[config.mk]
export PLATFORM = sky130hd
export DESIGN_NAME = bram_dump_streamer_flat
export DESIGN_NICKNAME = d
export VERILOG_FILES = /design/src/rtl/bram_dump_streamer_pkg.sv /design/src/rtl/bram_dump_streamer_if.sv /design/src/rtl/bram_dump_streamer_ser.sv /design/src/rtl/bram_dump_streamer.sv /design/src/flat_wrapper.sv
export SDC_FILE = /design/constraint.sdc
export NUM_CORES = 1
export LEC_CHECK = 0
export CORE_ASPECT_RATIO = 0.75
export CORE_UTILIZATION = 40
export DETAILED_ROUTE_END_ITERATION = 10
export HOLD_SLACK_MARGIN = 0.02
export PLACE_DENSITY = 0.67
export SETUP_SLACK_MARGIN = 0.4
export SYNTH_ARGS = -nofsm -noshare
export SYNTH_HDL_FRONTEND = slang
export SYNTH_HIERARCHICAL = 1
export SYNTH_SLANG_ARGS = --single-unit
[constraint.sdc]
create_clock -name clk -period 2.2 [get_ports clk]
set_input_delay 0.44 -clock clk [delete_from_list [all_inputs] [get_ports clk]]
set_output_delay 0.44 -clock clk [all_outputs]
set_load 0.02 [all_outputs]
[src/rtl/bram_dump_streamer_pkg.sv]
// Shared types and constants for the BRAM dump streamer.
// Widths mirror the data BRAM debug port.
package bram_dump_streamer_pkg;

  localparam int D_BRAM_ADDR_WIDTH = 12;
  localparam int DUMP_DATA_WIDTH   = 32;
  localparam int DUMP_COUNT_WIDTH  = 11;
  localparam int BYTES_PER_WORD    = 4;

  typedef enum logic [2:0] {
    DUMP_IDLE = 3'd0,
    DUMP_ADDR = 3'd1,
    DUMP_WAIT = 3'd2,
    DUMP_SEND = 3'd3,
    DUMP_DONE = 3'd4
  } dump_state_e;

endpackage

[src/rtl/bram_dump_streamer_if.sv]
// Byte stream handshake from the dump streamer to its consumer.
// The master drives data/valid, the slave returns ready.
interface bram_dump_streamer_if;

  logic [7:0] tx_data;
  logic       tx_valid;
  logic       tx_ready;

  modport master (
    output tx_data,
    output tx_valid,
    input  tx_ready
  );

  modport slave (
    input  tx_data,
    input  tx_valid,
    output tx_ready
  );

endinterface

[src/rtl/bram_dump_streamer_ser.sv]
// Word serializer: loads one word, emits its bytes LSB first.
// clear wins over load so an abort always leaves the stream idle.
module bram_dump_streamer_ser
  import bram_dump_streamer_pkg::*;
#(
  parameter int DATA_WIDTH = DUMP_DATA_WIDTH
) (
  input  logic                  clk,
  input  logic                  rst,
  input  logic                  load,
  input  logic                  clear,
  input  logic [DATA_WIDTH-1:0] word,
  input  logic                  ready,
  output logic [7:0]            data,
  output logic                  valid,
  output logic                  last
);

  localparam int NB = DATA_WIDTH / 8;
  localparam int IW = (NB > 1) ? $clog2(NB) : 1;

  logic [DATA_WIDTH-1:0] sreg_q, sreg_d;
  logic [IW-1:0]         idx_q, idx_d;
  logic                  vld_q, vld_d;

  assign data  = sreg_q[7:0];
  assign valid = vld_q;
  assign last  = (idx_q == IW'(NB - 1));

  always_comb begin
    sreg_d = sreg_q;
    idx_d  = idx_q;
    vld_d  = vld_q;
    if (clear) begin
      vld_d = 1'b0;
    end else if (load) begin
      sreg_d = word;
      idx_d  = '0;
      vld_d  = 1'b1;
    end else if (vld_q && ready) begin
      sreg_d = sreg_q >> 8;
      idx_d  = idx_q + IW'(1);
      if (last) vld_d = 1'b0;
    end
  end

  always_ff @(posedge clk) begin
    if (rst) begin
      sreg_q <= '0;
      idx_q  <= '0;
      vld_q  <= 1'b0;
    end else begin
      sreg_q <= sreg_d;
      idx_q  <= idx_d;
      vld_q  <= vld_d;
    end
  end

endmodule

[src/rtl/bram_dump_streamer.sv]
// Walks a range of data BRAM via its debug port and streams it
// out as bytes; owns debug_addr while busy.
module bram_dump_streamer
  import bram_dump_streamer_pkg::*;
#(
  parameter int ADDR_WIDTH  = D_BRAM_ADDR_WIDTH,
  parameter int DATA_WIDTH  = DUMP_DATA_WIDTH,
  parameter int COUNT_WIDTH = DUMP_COUNT_WIDTH
) (
  input  logic                   clk,
  input  logic                   rst,
  input  logic                   start,
  input  logic                   abort,
  input  logic [ADDR_WIDTH-1:0]  start_addr,
  input  logic [COUNT_WIDTH-1:0] word_count,
  output logic [ADDR_WIDTH-1:0]  debug_addr,
  input  logic [DATA_WIDTH-1:0]  debug_data,
  bram_dump_streamer_if.master   tx,
  output logic                   busy,
  output logic                   done,
  output logic [COUNT_WIDTH-1:0] words_sent
);

  dump_state_e            state_q, state_d;
  logic [COUNT_WIDTH-1:0] rem_q, rem_d;
  logic [COUNT_WIDTH-1:0] sent_q, sent_d;
  logic [ADDR_WIDTH-1:0]  addr_q, addr_d;

  logic       ser_load;
  logic       ser_clear;
  logic       ser_valid;
  logic       ser_last;
  logic [7:0] ser_data;
  logic       accept;
  logic       unused_addr_lsb;

  assign unused_addr_lsb = ^start_addr[1:0];

  assign accept      = ser_valid && tx.tx_ready;
  assign tx.tx_valid = ser_valid;
  assign tx.tx_data  = ser_data;
  assign debug_addr  = addr_q;
  assign words_sent  = sent_q;
  assign busy        = (state_q != DUMP_IDLE);
  assign done        = (state_q == DUMP_DONE);

  always_comb begin
    state_d   = state_q;
    rem_d     = rem_q;
    sent_d    = sent_q;
    addr_d    = addr_q;
    ser_load  = 1'b0;
    ser_clear = 1'b0;
    unique case (state_q)
      DUMP_IDLE: begin
        if (start && !abort) begin
          rem_d   = word_count;
          addr_d  = {start_addr[ADDR_WIDTH-1:2], 2'b00};
          sent_d  = '0;
          state_d = (word_count == '0) ? DUMP_DONE : DUMP_ADDR;
        end
      end
      DUMP_ADDR: state_d = DUMP_WAIT;
      DUMP_WAIT: begin
        ser_load = 1'b1;
        state_d  = DUMP_SEND;
      end
      DUMP_SEND: begin
        if (accept && ser_last) begin
          sent_d  = sent_q + COUNT_WIDTH'(1);
          rem_d   = rem_q - COUNT_WIDTH'(1);
          addr_d  = addr_q + ADDR_WIDTH'(4);
          state_d = (rem_q == COUNT_WIDTH'(1)) ? DUMP_DONE
                                               : DUMP_ADDR;
        end
      end
      DUMP_DONE: state_d = DUMP_IDLE;
      default:   state_d = DUMP_IDLE;
    endcase
    // A byte taken on the abort edge still counts above.
    if (abort && state_q != DUMP_IDLE) begin
      state_d   = DUMP_IDLE;
      ser_clear = 1'b1;
    end
  end

  always_ff @(posedge clk) begin
    if (rst) begin
      state_q <= DUMP_IDLE;
      rem_q   <= '0;
      sent_q  <= '0;
      addr_q  <= '0;
    end else begin
      state_q <= state_d;
      rem_q   <= rem_d;
      sent_q  <= sent_d;
      addr_q  <= addr_d;
    end
  end

  bram_dump_streamer_ser #(
    .DATA_WIDTH (DATA_WIDTH)
  ) u_ser (
    .clk   (clk),
    .rst   (rst),
    .load  (ser_load),
    .clear (ser_clear),
    .word  (debug_data),
    .ready (tx.tx_ready),
    .data  (ser_data),
    .valid (ser_valid),
    .last  (ser_last)
  );

endmodule
[src/flat_wrapper.sv]
// flat-port wrapper written by rule: the top's interface ports become plain ports
module bram_dump_streamer_flat import bram_dump_streamer_pkg::*;
#(
  parameter int ADDR_WIDTH  = D_BRAM_ADDR_WIDTH,
  parameter int DATA_WIDTH  = DUMP_DATA_WIDTH,
  parameter int COUNT_WIDTH = DUMP_COUNT_WIDTH
)
  (clk, rst, start, abort, start_addr, word_count, debug_addr, debug_data, busy, done, words_sent, tx_tx_data, tx_tx_valid, tx_tx_ready);
  bram_dump_streamer_if tx_i ();
  input  logic clk;
  input  logic rst;
  input  logic start;
  input  logic abort;
  input  logic [ADDR_WIDTH-1:0] start_addr;
  input  logic [COUNT_WIDTH-1:0] word_count;
  output logic [ADDR_WIDTH-1:0] debug_addr;
  input  logic [DATA_WIDTH-1:0] debug_data;
  output logic busy;
  output logic done;
  output logic [COUNT_WIDTH-1:0] words_sent;
  output wire logic [$bits(tx_i.tx_data)-1:0] tx_tx_data;
  output wire logic [$bits(tx_i.tx_valid)-1:0] tx_tx_valid;
  input wire logic [$bits(tx_i.tx_ready)-1:0] tx_tx_ready;
  assign tx_tx_data = tx_i.tx_data;
  assign tx_tx_valid = tx_i.tx_valid;
  assign tx_i.tx_ready = tx_tx_ready;
  bram_dump_streamer #(.ADDR_WIDTH(ADDR_WIDTH), .DATA_WIDTH(DATA_WIDTH), .COUNT_WIDTH(COUNT_WIDTH)) u_core (.clk(clk), .rst(rst), .start(start), .abort(abort), .start_addr(start_addr), .word_count(word_count), .debug_addr(debug_addr), .debug_data(debug_data), .tx(tx_i), .busy(busy), .done(done), .words_sent(words_sent));
endmodule
==> results.tsv, run 1 <==
stage	metric	value	unit
synth	netlist.area_leader.share	37.6	%
worst_setup_path	cp.arrival	1.32	ns
synth	yosys-top-cells-area	dfxtp_1 (38%), a21oi_1 (7.4%), mux2i_1 (6.7%)	
power_and_ir_drop	leakage	1.81	nW
worst_setup_path	startpoint	u_core/state_q[0]	
clock_tree	cts_buffers	9	
global_route	grt_max_degree	42	
job	cap_viol_max_count	0	
placement	place_hpwl	6.74	mm
clock_tree	htreeDepth	3	
power_and_ir_drop	vdd_drop_max	0.000303	V
worst_setup_path	cp_num_buf_inv	2	
worst_setup_path	worstSetupPathType	register to output pin	
layout	syn_to_final_growth	35.1	%
synth	netlist_area	3720	um2
synth	synth_flop_cell	dfxtp_1	
worst_hold_path	whs_path_depth	1	
die	rows	30	
layout	fin_nets	574	
detailed_routing	drt-pass1-iter-count	5	
placement	gp_congestion	0.812	
clock_tree	clkLatencyLatePin	0.33	ns
placement	dp.cells	623	
placement	port-buffer-count	89	
worst_setup_path	critPathMaxFanout	9	
synth	synth_warnings	6	
synth	synth.most_common_cell	dfxtp_1	
power_and_ir_drop	p_sw	0.791	mW
die	dieWidth	113	um
worst_hold_path	min-delay-start	u_core/u_ser/sreg_q[29]	
detailed_routing	drc	0	
sta	drv_slew	0	
power_and_ir_drop	p_per_area	649	nW/um2
die	die_h	85.5	um
worst_hold_path	hp-class	register to register	
synth	syn_avg_cell_area	8.64	um2
sta	rsz0062_at_grt	true	
sta	min_period	1.76	ns
layout	drive_gt1_share	11.1	%
clock_tree	cts_root_buf	clkbuf_16	
worst_setup_path	end_kind	output pin	
worst_setup_path	crit_chain	nor3_4 -> inv_1 -> dlygate4sd2_1	
worst_setup_path	ff2ff_path_depth	6	
layout	finalNonFillerCells	642	
sta	fin_skew	0.00369	ns
synth	yosysSeqAreaShare	37.6	%
synth	synth_area_leader_cell	dfxtp_1	
synth	synth_cell_types	52	
die	core_area	9050	um2
synth	async_flop_share	0	%
clock_tree	postCtsSetupRepairBufs	0	
clock_tree	cts_tree	yes	
clock_tree	clock_tree.buffer_depth	2	
detailed_routing	wl_per_cell	15.6	um
synth	synth-seq-cells	70	
detailed_routing	ant_nets	0	
sta	hold_violations	0	
sta	min_period_over_period	80.2	%
power_and_ir_drop	comb_power_share	13.7	%
worst_setup_path	critPathTopFamily	buffers and inverters	
die	start_util	41.1	%
global_route	grt_first_pass_wirelength	16.0	mm
status	status	finished clean	
die	io_pins	94	
power_and_ir_drop	clock_power_share	44.9	%
power_and_ir_drop	p_sw_share	24.2	%
worst_setup_path	cp_num_cells	3	
synth	synthCells	431	
power_and_ir_drop	total_power	3.26	mW
detailed_routing	viasPerCell	5.56	
global_route	overflow	0	
global_route	grt_pass1_vias	3266	
sta	worst-slew-pin-transition	0.826	ns
clock_tree	ctsHoldBuffers	0	
sta	max_freq	567	MHz
worst_setup_path	crit_slowest_cell	dfxtp_4	
worst_setup_path	worstReg2RegStart	u_core/u_ser/idx_q[0]	
sta	slew_headroom	45.0	%
power_and_ir_drop	power_frac_seq	41.5	%
global_route	grt_use_total	20.9	%
synth	synth_commonest_cells	dfxtp_1 (70), a21oi_1 (55), a311oi_1 (28), nand2_1 (28), mux2i_1 (25)	
sta	setup_viol	0	
clock_tree	path_clk_slew	0.05	ns
detailed_routing	drt_iter0_markers	224	
layout	n_antenna_cell	0	
worst_setup_path	start_kind	register	
clock_tree	cts.sinks	70	
power_and_ir_drop	intPower	2.47	mW
worst_setup_path	crit_required	1.76	ns
worst_setup_path	critPathMaxStageDelay	0.37	ns
die	dieArea	9700	um2
detailed_routing	vias	3571	
global_route	antenna_found_initial	0	
detailed_routing	routed_wl	10.0	mm
synth	synth_edf_count	0	
## final cells by class
type,instances,area [um2]
Clock buffer,12,256
Clock inverter,4,45.0
Fill cell,869,4020
Inverter,10,37.5
Multi-Input combinational cell,307,2030
Sequential cell,70,1410
Tap cell,128,160
Timing Repair Buffer,111,1090
## sequential cells by signal (all words and copies together) (netlist names)
register,flops
u_core/u_ser/sreg_q,32
u_core/rem_q,11
u_core/words_sent,11
u_core/debug_addr,10
u_core/state_q,3
u_core/u_ser/idx_q,2
u_core/u_ser/valid,1
## per-stage QoR
step                instance area, um2  worst slack [ns]  hold slack (ns)  utilization [%]  TNS (ns)
floorplan                         3730             0.408            0.442                -         0
global placement                  4670            0.0255            0.457             51.7         0
detailed placement                4670           -0.0164            0.457             51.7   -0.0222
CTS                               4980             0.343            0.475             55.0         0
global route                      5030             0.381            0.487             55.6         0
finish                            5030             0.435            0.468             55.6         0
## cells by family after synthesis
group	count (synthesis)	synth area share [%]
AO/OA/AOI/OAI	154	27.3
AND/OR/NAND/NOR	120	17.9
flip-flops	70	37.6
buffers and inverters	56	8.71
multiplexers	25	6.72
adder cells (fa/ha/maj)	5	1.68
other	1	0.101
## cell usage in the layout, fill, tap and decap left out, types with 3 or more instances in the layout
cell type,n
a211oi_1,5
a21o_1,8
a21oi_1,55
a22o_1,9
a22oi_1,3
a311oi_1,28
a31oi_1,7
and2_1,6
and3_1,4
buf_12,3
buf_4,15
buf_6,3
clkbuf_16,9
clkdlybuf4s50_1,64
clkinv_2,3
dfxtp_1,65
dfxtp_2,3
dlygate4sd2_1,17
dlymetal6s2s_1,6
ha_1,3
inv_1,9
mux2i_1,25
nand2_1,28
nand2b_1,3
nand3_1,14
nand4_1,7
nand4b_1,4
nor2_1,15
nor3_1,12
nor3b_1,3
nor4_1,3
o21a_1,3
o21ai_0,22
o31ai_1,3
or3_1,6
or4_1,4
## timing repair
action                                  CTS  global route
endpoints found under the setup margin   36            40
cloned                                    1             2
pin swaps                                 1             2
resized for setup                        24            22
## layer usage
metal | GRT usage, % | routed length (um) | share of wire (%) | vias to the layer above
met1 | 30.0 | 5040 | 50 | 1680
met3 | 5.87 | 478 | 4.8 | 11
met4 | 7.18 | 121 | 1.2 | 0
li1 | - | - | - | 1791
met2 | 29.8 | 4370 | 44 | 89
met5 | 0 | 0 | 0 | -
## power groups by stage
stage	Clock, mW	Sequential (mW)	Combinational (mW)
after floorplan	0	1.38	0.239
after global placement	0	1.38	0.431
final	1.46	1.35	0.445
after detailed placement	0	1.38	0.438
after global routing	1.55	1.36	0.483
after CTS	1.50	1.35	0.438
## final timing paths
kind,end,slack [ns]
max,busy,0.44
min,u_core/u_ser/sreg_q[29],0.47
max reg2reg,u_core/debug_addr[9],0.47
min reg2reg,u_core/u_ser/sreg_q[29],0.47
(Power assumes the default switching activity.)
==> inputs of run 2 (changes only) <==
--- a/config.mk
+++ b/config.mk
@@ -9,7 +9,7 @@
 export CORE_UTILIZATION = 40
 export DETAILED_ROUTE_END_ITERATION = 10
 export HOLD_SLACK_MARGIN = 0.02
-export PLACE_DENSITY = 0.67
+export PLACE_DENSITY = 0.7
 export SETUP_SLACK_MARGIN = 0.4
 export SYNTH_ARGS = -nofsm -noshare
 export SYNTH_HDL_FRONTEND = slang
==> constraint.sdc (replaced) <==
create_clock -name clk -period 1.6 [get_ports clk]
set_input_delay 0.32 -clock clk [delete_from_list [all_inputs] [get_ports clk]]
set_output_delay 0.32 -clock clk [all_outputs]
set_load 0.02 [all_outputs]
==> run 2 against run 1 <==
The flow now finishes with violations (setup timing). Power is 45% higher. Worst hold slack better by 0.0038 ns. Sequential cell count stayed put. Critical path depth is 4 higher. Worst setup slack worse by 0.59 ns. Register-to-register slack worse by 0.62 ns. Sequential power is 38% higher. Die area stayed put. Largest power group unchanged. Clock power is 36% higher. Non-clock buffer count is 61 higher. Utilization is 14 points higher. Sequential share of layout area is 4.9 points lower.
==> results.tsv, run 2 (synthesis gave the netlist of run 1 again) <==
stage	metric	value	unit
worst_setup_path	critPathMaxStageDelay	0.48	ns
layout	final_util	69.4	%
global_route	antenna_found_initial	0	
status	violations	setup timing	
detailed_routing	vias	4131	
layout	final_cell_mix	buf_4 (58), clkdlybuf4s50_1 (56), dfxtp_1 (44), a21oi_1 (33)	
detailed_routing	routed_wl	13.1	mm
sta	fin_skew	0.00549	ns
worst_setup_path	worstSetupPathType	register to register	
die	dieWidth	113	um
job	cap_viol_max_count	0	
placement	port-buffer-count	89	
clock_tree	cts_tree	yes	
global_route	overflow	0	
global_route	grt_use_total	25.2	%
worst_setup_path	end_kind	register	
clock_tree	ctsHoldBuffers	0	
sta	whs	0.471	ns
power_and_ir_drop	p_sw_share	26.3	%
sta	rsz0062_at_grt	true	
die	io_pins	94	
layout	top_register	u_core/u_ser/sreg_q	
global_route	grt_max_degree	26	
clock_tree	path_clk_slew	0.06	ns
worst_setup_path	start_kind	register	
power_and_ir_drop	leakage	2.31	nW
placement	place_area	4970	um2
power_and_ir_drop	vdd_drop_max	0.000532	V
sta	worst-slew-pin-transition	0.596	ns
sta	max_freq	571	MHz
layout	finalNonFillerCells	702	
worst_setup_path	crit_required	1.86	ns
detailed_routing	drc	0	
sta	min_period	1.75	ns
power_and_ir_drop	comb_power_share	18.9	%
sta	slew_headroom	60.1	%
layout	fin_area	6270	um2
layout	num-fill-cells	642	
clock_tree	cts.sinks	70	
power_and_ir_drop	intPower	3.49	mW
layout	final_common_cell	buf_4	
die	dieArea	9700	um2
die	start_util	41.1	%
power_and_ir_drop	clock_power_share	41.8	%
detailed_routing	viasPerCell	5.88	
die	rows	30	
power_and_ir_drop	p_per_area	754	nW/um2
worst_setup_path	critPathMaxFanout	4	
detailed_routing	wl_per_cell	18.6	um
sta	drv_slew	0	
layout	n_antenna_cell	0	
detailed_routing	ant_nets	0	
power_and_ir_drop	total_power	4.73	mW
worst_setup_path	crit_chain	buf_6 -> nor3_4 -> buf_4 -> inv_2 -> and2_4 -> or4_4 -> a21oi_2	
worst_setup_path	cp.arrival	2.01	ns
sta	setup_viol	61	
clock_tree	clkLatencyLatePin	0.33	ns
sta	setup_slack	-0.151	ns
layout	drive_gt1_share	41.5	%
layout	multi_input_area	2410	um2
layout	largest_reg_flops	32	
sta	min_period_over_period	109	%
detailed_routing	drt-pass1-iter-count	5	
worst_setup_path	crit_slowest_cell	or4_4	
placement	gp_congestion	0.871	
sta	hold_violations	0	
layout	seq_area	1460	um2
layout	fin_nets	634	
clock_tree	clock_tree.buffer_depth	2	
global_route	grt_first_pass_wirelength	19.2	mm
die	core_area	9050	um2
clock_tree	htreeDepth	3	
status	status	finished with violations	
clock_tree	cts_buffers	9	
layout	syn_to_final_growth	68.6	%
detailed_routing	drt_iter0_markers	294	
placement	place_hpwl	7.05	mm
power_and_ir_drop	power_frac_seq	39.3	%
die	die_h	85.5	um
worst_hold_path	hp-class	register to register	
placement	dp.cells	651	
global_route	grt_pass1_vias	3751	
power_and_ir_drop	p_sw	1.24	mW
clock_tree	cts_root_buf	clkbuf_16	
## run 2: final timing paths
check	start	to	slack, ns	cells after the start
hold reg to reg	u_core/words_sent[10]	u_core/words_sent[10]	0.47	2
setup / recovery	u_core/state_q[2]	u_core/u_ser/idx_q[0]	-0.15	7
setup reg to reg	u_core/state_q[2]	u_core/u_ser/idx_q[0]	-0.15	7
hold / removal	u_core/words_sent[10]	u_core/words_sent[10]	0.47	2
## run 2: critical path, delay by kind of cell (launching register included)
| kind | cells | cell delay [ns] |
|---|---|---|
| compound gates | 1 | 0.12 |
| buf+inv | 3 | 0.35 |
| flops | 1 | 0.33 |
| simple gates | 3 | 0.89 |
## run 2: metal layers
metal  global-route usage [%]  vias to the layer above  share of wire, %
met5                        0                        -                 0
met4                     5.26                        0               1.1
met3                     5.09                       15               5.8
met2                     40.4                      160                48
met1                     35.1                     2029                45
li1                         -                     1927                 -
## run 2: repair_timing
item                       CTS  global route
cloned                      11             3
buffers inserted            15             6
setup endpoints to repair  101            89
resized for setup          249            67
pin swaps                   57            38
## run 2: layout make-up
cell class	count	share of cell area, %
multi-input cells	306	38.4
repair buffers	172	30.4
flip-flops and latches	70	23.2
clock buffers	9	3.59
well taps	128	2.55
clock inverters	7	1.16
inverters	10	0.718
## run 2: stage by stage
stage | setup slack (ns) | setup TNS [ns]
after floorplan | -0.0617 | -0.123
after global placement | -0.431 | -15.84
after detailed placement | -0.428 | -17.36
after CTS | -0.0686 | -0.777
after global routing | -0.226 | -9.85
final | -0.151 | -4.74
## run 2: power by group through the flow
stage | logic, mW | clock network (mW) | registers, mW
finish | 0.893 | 1.98 | 1.86
global route | 0.936 | 2.08 | 1.87
CTS | 0.805 | 2.00 | 1.86
detailed placement | 0.662 | 0 | 1.89
global placement | 0.650 | 0 | 1.89
floorplan | 0.343 | 0 | 1.90
